## config.mk

```make
export PLATFORM = sky130hd
export DESIGN_NAME = dtack_generator
export DESIGN_NICKNAME = d
export VERILOG_FILES = /design/src/rtl/dtack_generator.sv
export SDC_FILE = /design/constraint.sdc
export NUM_CORES = 1
export LEC_CHECK = 0
export ABC_CLOCK_PERIOD_IN_PS = 2100
export CORE_AREA = 8 8 45 47
export CTS_CLUSTER_DIAMETER = 40
export DETAILED_ROUTE_END_ITERATION = 12
export DIE_AREA = 0 0 53 55
export PLACE_DENSITY = 0.74
export RECOVER_POWER = 100
export SKIP_CTS_REPAIR_TIMING = 1
export SLEW_MARGIN = 20
export SYNTH_ARGS = -nofsm -noshare
export SYNTH_HDL_FRONTEND = slang
export SYNTH_SLANG_ARGS = --single-unit
```

## constraint.sdc

```tcl
create_clock -name Clock -period 2.1 [get_ports Clock]
set_input_delay 0.315 -clock Clock [delete_from_list [all_inputs] [get_ports Clock]]
set_output_delay 0.315 -clock Clock [all_outputs]
set_load 0.02 [all_outputs]
```

## src/rtl/dtack_generator.sv

```systemverilog
// 68k DTACK/BERR generator: per-region wait states or DRAM handshake.
// Optional bus timeout with BERR_L enabled by defining BUS_TIMEOUT_EN.
module dtack_generator #(
   parameter int unsigned ROM_WAIT = 1,
   parameter int unsigned RAM_WAIT = 1,
   parameter int unsigned IO_WAIT  = 2,
   parameter int unsigned GFX_WAIT = 3,
   parameter int unsigned CNT_W    = 4,
   parameter int unsigned TIMEOUT  = 255
) (
   input  logic Clock,
   input  logic Reset_H,
   input  logic AS_L,
   input  logic UDS_L,
   input  logic LDS_L,
   input  logic OnChipRomSelect_H,
   input  logic OnChipRamSelect_H,
   input  logic DramSelect_H,
   input  logic IOSelect_H,
   input  logic GraphicsCS_L,
   input  logic wrencursor,
   input  logic VoiceControl_H,
   input  logic DramDtack_L,
   output logic DTACK_L,
   output logic BERR_L,
   output logic Busy_H
);

   localparam int unsigned WaitMax = (1 << CNT_W) - 1;

   if (ROM_WAIT > WaitMax || RAM_WAIT > WaitMax ||
       IO_WAIT > WaitMax || GFX_WAIT > WaitMax ||
       TIMEOUT == 0) begin : gBadParam
      $error("dtack_generator: wait value exceeds counter or zero timeout");
   end

   typedef enum logic [2:0] {
      IDLE,
      WAIT,
      DRAMWAIT,
`ifdef BUS_TIMEOUT_EN
      ERR,
`endif
      ACK
   } state_t;

   state_t state, nextState;

   logic [CNT_W-1:0] waitCnt;
   logic             mapped;
   logic             startCycle;
   logic             selDram;
   logic             selMapped;
   logic [CNT_W-1:0] selWait;
   logic             gfxSel;
   logic             dtackNext;

`ifdef BUS_TIMEOUT_EN
   localparam int unsigned TO_W = $clog2(TIMEOUT + 1);
   logic [TO_W-1:0] toCnt;
   logic            timedOut;
   logic            berrNext;

   assign timedOut = (toCnt == TO_W'(TIMEOUT));
`endif

   assign startCycle = !AS_L && (!UDS_L || !LDS_L);
   // GraphicsCS_L is driven high by the decoder when selected
   assign gfxSel = GraphicsCS_L || wrencursor || VoiceControl_H;

   always_comb begin
      selDram   = 1'b0;
      selMapped = 1'b1;
      selWait   = '0;
      if (OnChipRomSelect_H)
         selWait = CNT_W'(ROM_WAIT);
      else if (OnChipRamSelect_H)
         selWait = CNT_W'(RAM_WAIT);
      else if (DramSelect_H)
         selDram = 1'b1;
      else if (IOSelect_H)
         selWait = CNT_W'(IO_WAIT);
      else if (gfxSel)
         selWait = CNT_W'(GFX_WAIT);
      else
         selMapped = 1'b0;
   end

   always_ff @(posedge Clock or posedge Reset_H) begin
      if (Reset_H)
         state <= IDLE;
      else
         state <= nextState;
   end

   always_comb begin
      nextState = state;
      unique case (state)
         IDLE: begin
            if (startCycle)
               nextState = selDram ? DRAMWAIT : WAIT;
         end
         WAIT: begin
            if (AS_L)
               nextState = IDLE;
            else if (mapped && waitCnt == '0)
               nextState = ACK;
`ifdef BUS_TIMEOUT_EN
            else if (timedOut)
               nextState = ERR;
`endif
         end
         DRAMWAIT: begin
            if (AS_L)
               nextState = IDLE;
            else if (!DramDtack_L)
               nextState = ACK;
`ifdef BUS_TIMEOUT_EN
            else if (timedOut)
               nextState = ERR;
`endif
         end
`ifdef BUS_TIMEOUT_EN
         ERR: begin
            if (AS_L)
               nextState = IDLE;
         end
`endif
         ACK: begin
            if (AS_L)
               nextState = IDLE;
         end
         default: nextState = IDLE;
      endcase
   end

   always_comb begin
      Busy_H    = (state != IDLE);
      dtackNext = (nextState != ACK);
`ifdef BUS_TIMEOUT_EN
      berrNext  = (nextState != ERR);
`endif
   end

   // region is latched at the start edge; later select changes are ignored
   always_ff @(posedge Clock or posedge Reset_H) begin
      if (Reset_H) begin
         waitCnt <= '0;
         mapped  <= 1'b0;
         DTACK_L <= 1'b1;
      end else begin
         DTACK_L <= dtackNext;
         if (state == IDLE) begin
            if (startCycle) begin
               waitCnt <= selWait;
               mapped  <= selMapped;
            end
         end else if (state == WAIT && waitCnt != '0) begin
            waitCnt <= waitCnt - 1'b1;
         end
      end
   end

`ifdef BUS_TIMEOUT_EN
   always_ff @(posedge Clock or posedge Reset_H) begin
      if (Reset_H) begin
         toCnt  <= '0;
         BERR_L <= 1'b1;
      end else begin
         BERR_L <= berrNext;
         if (state == WAIT || state == DRAMWAIT)
            toCnt <= toCnt + 1'b1;
         else
            toCnt <= '0;
      end
   end
`else
   assign BERR_L = 1'b1;
`endif

endmodule

```

-- After elaboration in Yosys (flattened, before gate mapping)
Cells that the tools add are included.
- $add $sub $neg: 1
- equality and inequality tests: 5
- multiplexer cells: 24
- reduce and logical (&&, ||, !) cells: 16
- operator list (cell ; count):
    $mux 3 ; 6
    $mux 2 ; 6
    $mux 4 ; 3
    $pmux 3 s4 ; 1
    $mux 1 ; 8
    $eq 3x2->1 const B ; 2
    $logic_not 4->1 ; 1
    $reduce_and 2->1 ; 2
    $reduce_bool 4->1 ; 1
    $sub 4x1->4 const B ; 1
    $eq 3x1->1 const B ; 1
    $logic_and 1x1->1 ; 3
    $logic_not 1->1 ; 3
    $logic_not 3->1 ; 1
    $logic_or 1x1->1 ; 3
    $ne 3x2->1 const B ; 1
    $reduce_bool 3->1 ; 1
    $ne 2x2->1 const B ; 1
    $reduce_bool 2->1 ; 1
- flip-flop bits (word level): 9
- bits of input ports: 13
- output and inout port bits: 3

-- Depth between registers and ports, before layout
- word-level depth: 9
- mapped depth: 6
- gate-level depth less buffers: 6

-- Worst setup path before layout
No wires, ideal clock.
- path type: register -> register
- start: register waitCnt[0]
- end: register waitCnt[0]
- setup time: 0.137 ns
- arrival: 1.365 ns
- data required time: 1.963 ns
- path slack: 0.599 ns
- cell stages (with the launch flop): 7
- path through: dfrtp_1 > inv_1 > ha_1 > nor3b_1 > o22ai_4 > mux2i_1 > a21oi_2
- cells in the longest elaborated chain, start to end: 4
- RTL lines (what ; line ; RTL):
    start: declaration ; 49 ; logic [CNT_W-1:0] waitCnt;
    start signal: assignment ; 155 ; waitCnt <= selWait;
    start signal: assignment ; 159 ; waitCnt <= waitCnt - 1'b1;
    parallel branches: the longest is 4 deep, another holds $sub 4x1->4 ; - ;
Parallel ways; which one is timed is not known. The select of a mux whose other input is x is not followed.
A chain may end at the register's enable or synchronous reset.

-- Worst setup path in the final report
- start: input port LDS_L
- end: register waitCnt[0]
- cells in the longest elaborated chain, start to end: 5
- RTL lines (what ; line ; RTL):
    start: declaration ; 15 ; input logic LDS_L,
    $logic_not 1->1 ; 67 ; assign startCycle = !AS_L && (!UDS_L || !LDS_L);
    $logic_or 1x1->1 ; 67 ;
    $logic_and 1x1->1 ; 67 ;
    $ne 2x2->1 (no source line) ; - ;
    $reduce_and 2->1 (no source line) ; - ;
Every way passes these cells.

==> impl_summary.log <==
[metrics] cell taking the most area after synthesis: sky130_fd_sc_hd__dfrtp_1
[metrics] Post-Route WL: 1.185 mm
[metrics] number of different library cells in the post-synthesis netlist: 28
[metrics] Site Rows: 14
[metrics] Most used DFF post-synth: sky130_fd_sc_hd__dfrtp_1
[metrics] # clock sinks: 9
[metrics] wire length of the first global-routing pass: 2.118 mm
[metrics] outcome: completed
[metrics] CTS tree: done
[metrics] kind of capture point of the worst setup path: flip-flop
[metrics] path category of the worst min-delay check: in -> async
[metrics] Max VDD drop: 266.1 µV
[metrics] width of the die: 53 µm
[metrics] post-synth design cell area: 545.5 µm²
[metrics] DRC violation count after routing: 0
[metrics] Power per Cell Area: 790.4 mW/mm²
[metrics] highest fanout seen on the critical path: 8
[metrics] post-route standard cell area excluding fillers: 708.2 µm²
[metrics] setup repair after global routing missed its margin: no
[metrics] layout-stage area growth over the synthesis result: 29.82%
[metrics] warnings from Yosys: 0
[metrics] initial antenna violation count: 0
[metrics] actual slew at the worst max-slew pin: 0.7357 ns
[metrics] Clock Latency Late Sink: 0.26 ns
[metrics] floorplan die height: 55 µm
[metrics] crit path launch: LDS_L
[metrics] data required time of the critical path: 2.25 ns
[metrics] Synth top area share: 36.70%
[metrics] met3 demand-to-capacity share in global routing: 1.872%
[metrics] initial core utilization: 39.42%
[metrics] critical path class: in -> reg
[metrics] IO Pins: 16
[metrics] overall routing resource usage: 9.775%
[metrics] placed wire-length estimate after detailed placement: 987.4 µm
[metrics] violation count after the first detailed-routing iteration: 12
[metrics] total number of vias: 497
[metrics] total negative slack for setup checks: 0 ns
[metrics] Post-synth EDFFs: 0
[metrics] fin nets: 92
[metrics] M1 GR Usage: 11.71%
[metrics] crit path DAT: 2.07 ns
[metrics] share of the yosys chip area belonging to registers: 41.51%
[metrics] synthesized area per cell: 9.246 µm²
[metrics] depth of the worst register-to-register path: 4
[metrics] register clock-pin slew on the reported worst setup and hold paths: 0.06 ns
[metrics] total global routing overflow: 0
[metrics] maximum number of pins on one net before global-route repair: 10
[metrics] synthesis-stage register bit count: 9
[metrics] detailed-route wire length per cell: 12.74 µm
[metrics] Sequential Area: 226.5 µm²
[metrics] via count of the first global-routing pass: 512
[metrics] peak-usage layer in the global routing report: met2
[metrics] library cell with the highest instance count after synthesis: sky130_fd_sc_hd__dfrtp_1
[metrics] Worst Skew: 0.002559 ns
[metrics] worst slack on hold paths: 0.4582 ns
[metrics] slowest library cell on the worst path: sky130_fd_sc_hd__o22ai_1
[metrics] area of the die: 0.002915 mm²
[metrics] count of input and output buffers: 14
[metrics] r2r endpoint: waitCnt[0]$_DFFE_PP0P_
[metrics] Max Root-Sink Buffers: 2
[metrics] max-cap violation count: 0
[metrics] Largest stage delay, worst path: 0.53 ns
[metrics] ratio of final minimum period to clock period: 91.59%
[metrics] root buffer selected by CTS: sky130_fd_sc_hd__clkbuf_4
[metrics] top achievable clock speed: 519.9 MHz
[metrics] total of fill cells in the finished design: 136
[metrics] footprint of the multi-input gates: 265.3 µm²
[metrics] fin. max-slew vios: 0
[metrics] count of antenna diodes in the layout: 0
[metrics] count of final hold-check violations: 0
[metrics] worst slew slack as a fraction of its limit: 49.68%
[metrics] Worst setup endpoint: waitCnt[0]$_DFFE_PP0P_
[metrics] leakage power summed over all cells: 0.3032 nW
[metrics] final estimated routing congestion in global placement: 0.7318
[metrics] Std-Cell Core Area: 0.001384 mm²
[metrics] first-pass iteration count of the detailed router: 4
[metrics] worst path cell trace: clkdlybuf4s50_1 > a2111o_1 > o22ai_1 > o311a_1 > a21oi_2
[metrics] minimum clock period: 1.923 ns
[metrics] fraction of layout cells with a size suffix above 1: 7.792%
[metrics] share of flip-flops with an asynchronous set or reset after synthesis: 100.0%
[metrics] Post-Synthesis Net Count: 73
[metrics] Synth Instances: 59
[metrics] cell types occupying the most area after synthesis: sky130_fd_sc_hd__dfrtp_1 (37%), sky130_fd_sc_hd__dfstp_2 (4.8%), sky130_fd_sc_hd__a21oi_1 (4.6%)
[metrics] R2R setup slack: 0.23 ns
[metrics] antenna violation net count after detailed routing: 0
[metrics] Commonest cells post-synth: sky130_fd_sc_hd__dfrtp_1 (8), sky130_fd_sc_hd__inv_1 (6), sky130_fd_sc_hd__a21oi_1 (5)
[metrics] number of buffers created by CTS: 3
[metrics] number of setup violations in the final report: 0
[metrics] grt met2 use: 14.45%
[metrics] H-tree levels: 1
[metrics] startpoint type of the worst setup path: input port
[metrics] RR Startpoint: state[1]$_DFF_PP0_
[metrics] ratio of routed vias to standard cells: 5.344
[metrics] Post-Place Cell Area: 705.7 µm²
layer usage:
| metal | wire (µm) | vias to the layer above | part of all wire (%) |
|---|---|---|---|
| li1 | - | 246 | - |
| met1 | 526 | 227 | 44 |
| met2 | 527 | 20 | 44 |
| met3 | 89 | 4 | 7.5 |
| met4 | 42 | 0 | 3.5 |
| met5 | 0 | - | 0 |
worst min-delay path by stage:
| stage | slack, ns | end | depth (start not counted) |
|---|---|---|---|
| floorplan | 0.14 | mapped$_DFFE_PP0P_ | 1 |
| finish | 0.46 | waitCnt[1]$_DFFE_PP0P_ | 2 |
| CTS | 0.33 | mapped$_DFFE_PP0P_ | 2 |
| detailed placement | 0.52 | mapped$_DFFE_PP0P_ | 2 |
| global route | 0.49 | waitCnt[1]$_DFFE_PP0P_ | 2 |
| global placement | 0.47 | mapped$_DFFE_PP0P_ | 2 |
state kept, by name, summed over array words and instances (netlist names):
| register | count |
|---|---|
| DTACK_L | 1 |
| mapped | 1 |
| state | 3 |
| waitCnt | 4 |
area by class of cell:
cell class | count | area share, %
Tap cell | 16 | 2.827
Timing Repair Buffer | 15 | 20.85
Sequential cell | 9 | 31.98
Clock buffer | 4 | 3.710
Multi-Input combinational cell | 43 | 37.46
Inverter | 6 | 3.180
per-stage QoR:
stage	worst slack (ns)	total power [mW]	util [%]	std cells
after floorplan	0.5988	0.3779	-	59
after global placement	0.1880	0.4387	50.99	89
after detailed placement	0.1219	0.4418	50.99	89
after CTS	0.1515	0.5791	52.89	93
after global routing	0.05126	0.6044	51.18	93
final	0.1766	0.5598	51.18	93
report_power, final:
group | total, mW | switching [mW] | internal [mW]
registers | 0.250 | 0.0366 | 0.214
logic | 0.174 | 0.0841 | 0.0899
clock network | 0.135 | 0.0621 | 0.0733
cells in the final DEF (no fill, tap or decap), types with 2 or more instances in the layout:
cell | netlist | routed
sky130_fd_sc_hd__inv_1 | 6 | 6
sky130_fd_sc_hd__dfrtp_1 | 8 | 8
sky130_fd_sc_hd__a21oi_1 | 5 | 6
sky130_fd_sc_hd__nand2b_1 | 2 | 2
sky130_fd_sc_hd__nor2b_1 | 2 | 2
sky130_fd_sc_hd__nor2_1 | 3 | 3
sky130_fd_sc_hd__clkbuf_4 | 0 | 3
sky130_fd_sc_hd__conb_1 | 2 | 2
sky130_fd_sc_hd__o21ai_0 | 4 | 4
sky130_fd_sc_hd__nand2_1 | 4 | 4
sky130_fd_sc_hd__clkdlybuf4s50_1 | 0 | 12
sky130_fd_sc_hd__dlygate4sd3_1 | 0 | 2
sky130_fd_sc_hd__nor3_1 | 4 | 4
critical path, delay by kind of cell:
kind            cells  cell delay, ns
buf+inv             1            0.41
compound gates      4            1.34
cells by family (layout without fill, tap and decap cells):
family	Yosys count	count (layout)	share of synthesized area, %
and+or+nand+nor	20	20	19.72
other	2	2	1.377
muxes	1	1	1.835
adders and majority gates	1	1	2.293
AOI/OAI and AO/OA	19	19	27.75
buffers and inverters	7	25	5.505
DFF	9	9	41.51
Note: power is estimated with default switching activity, not from simulation.
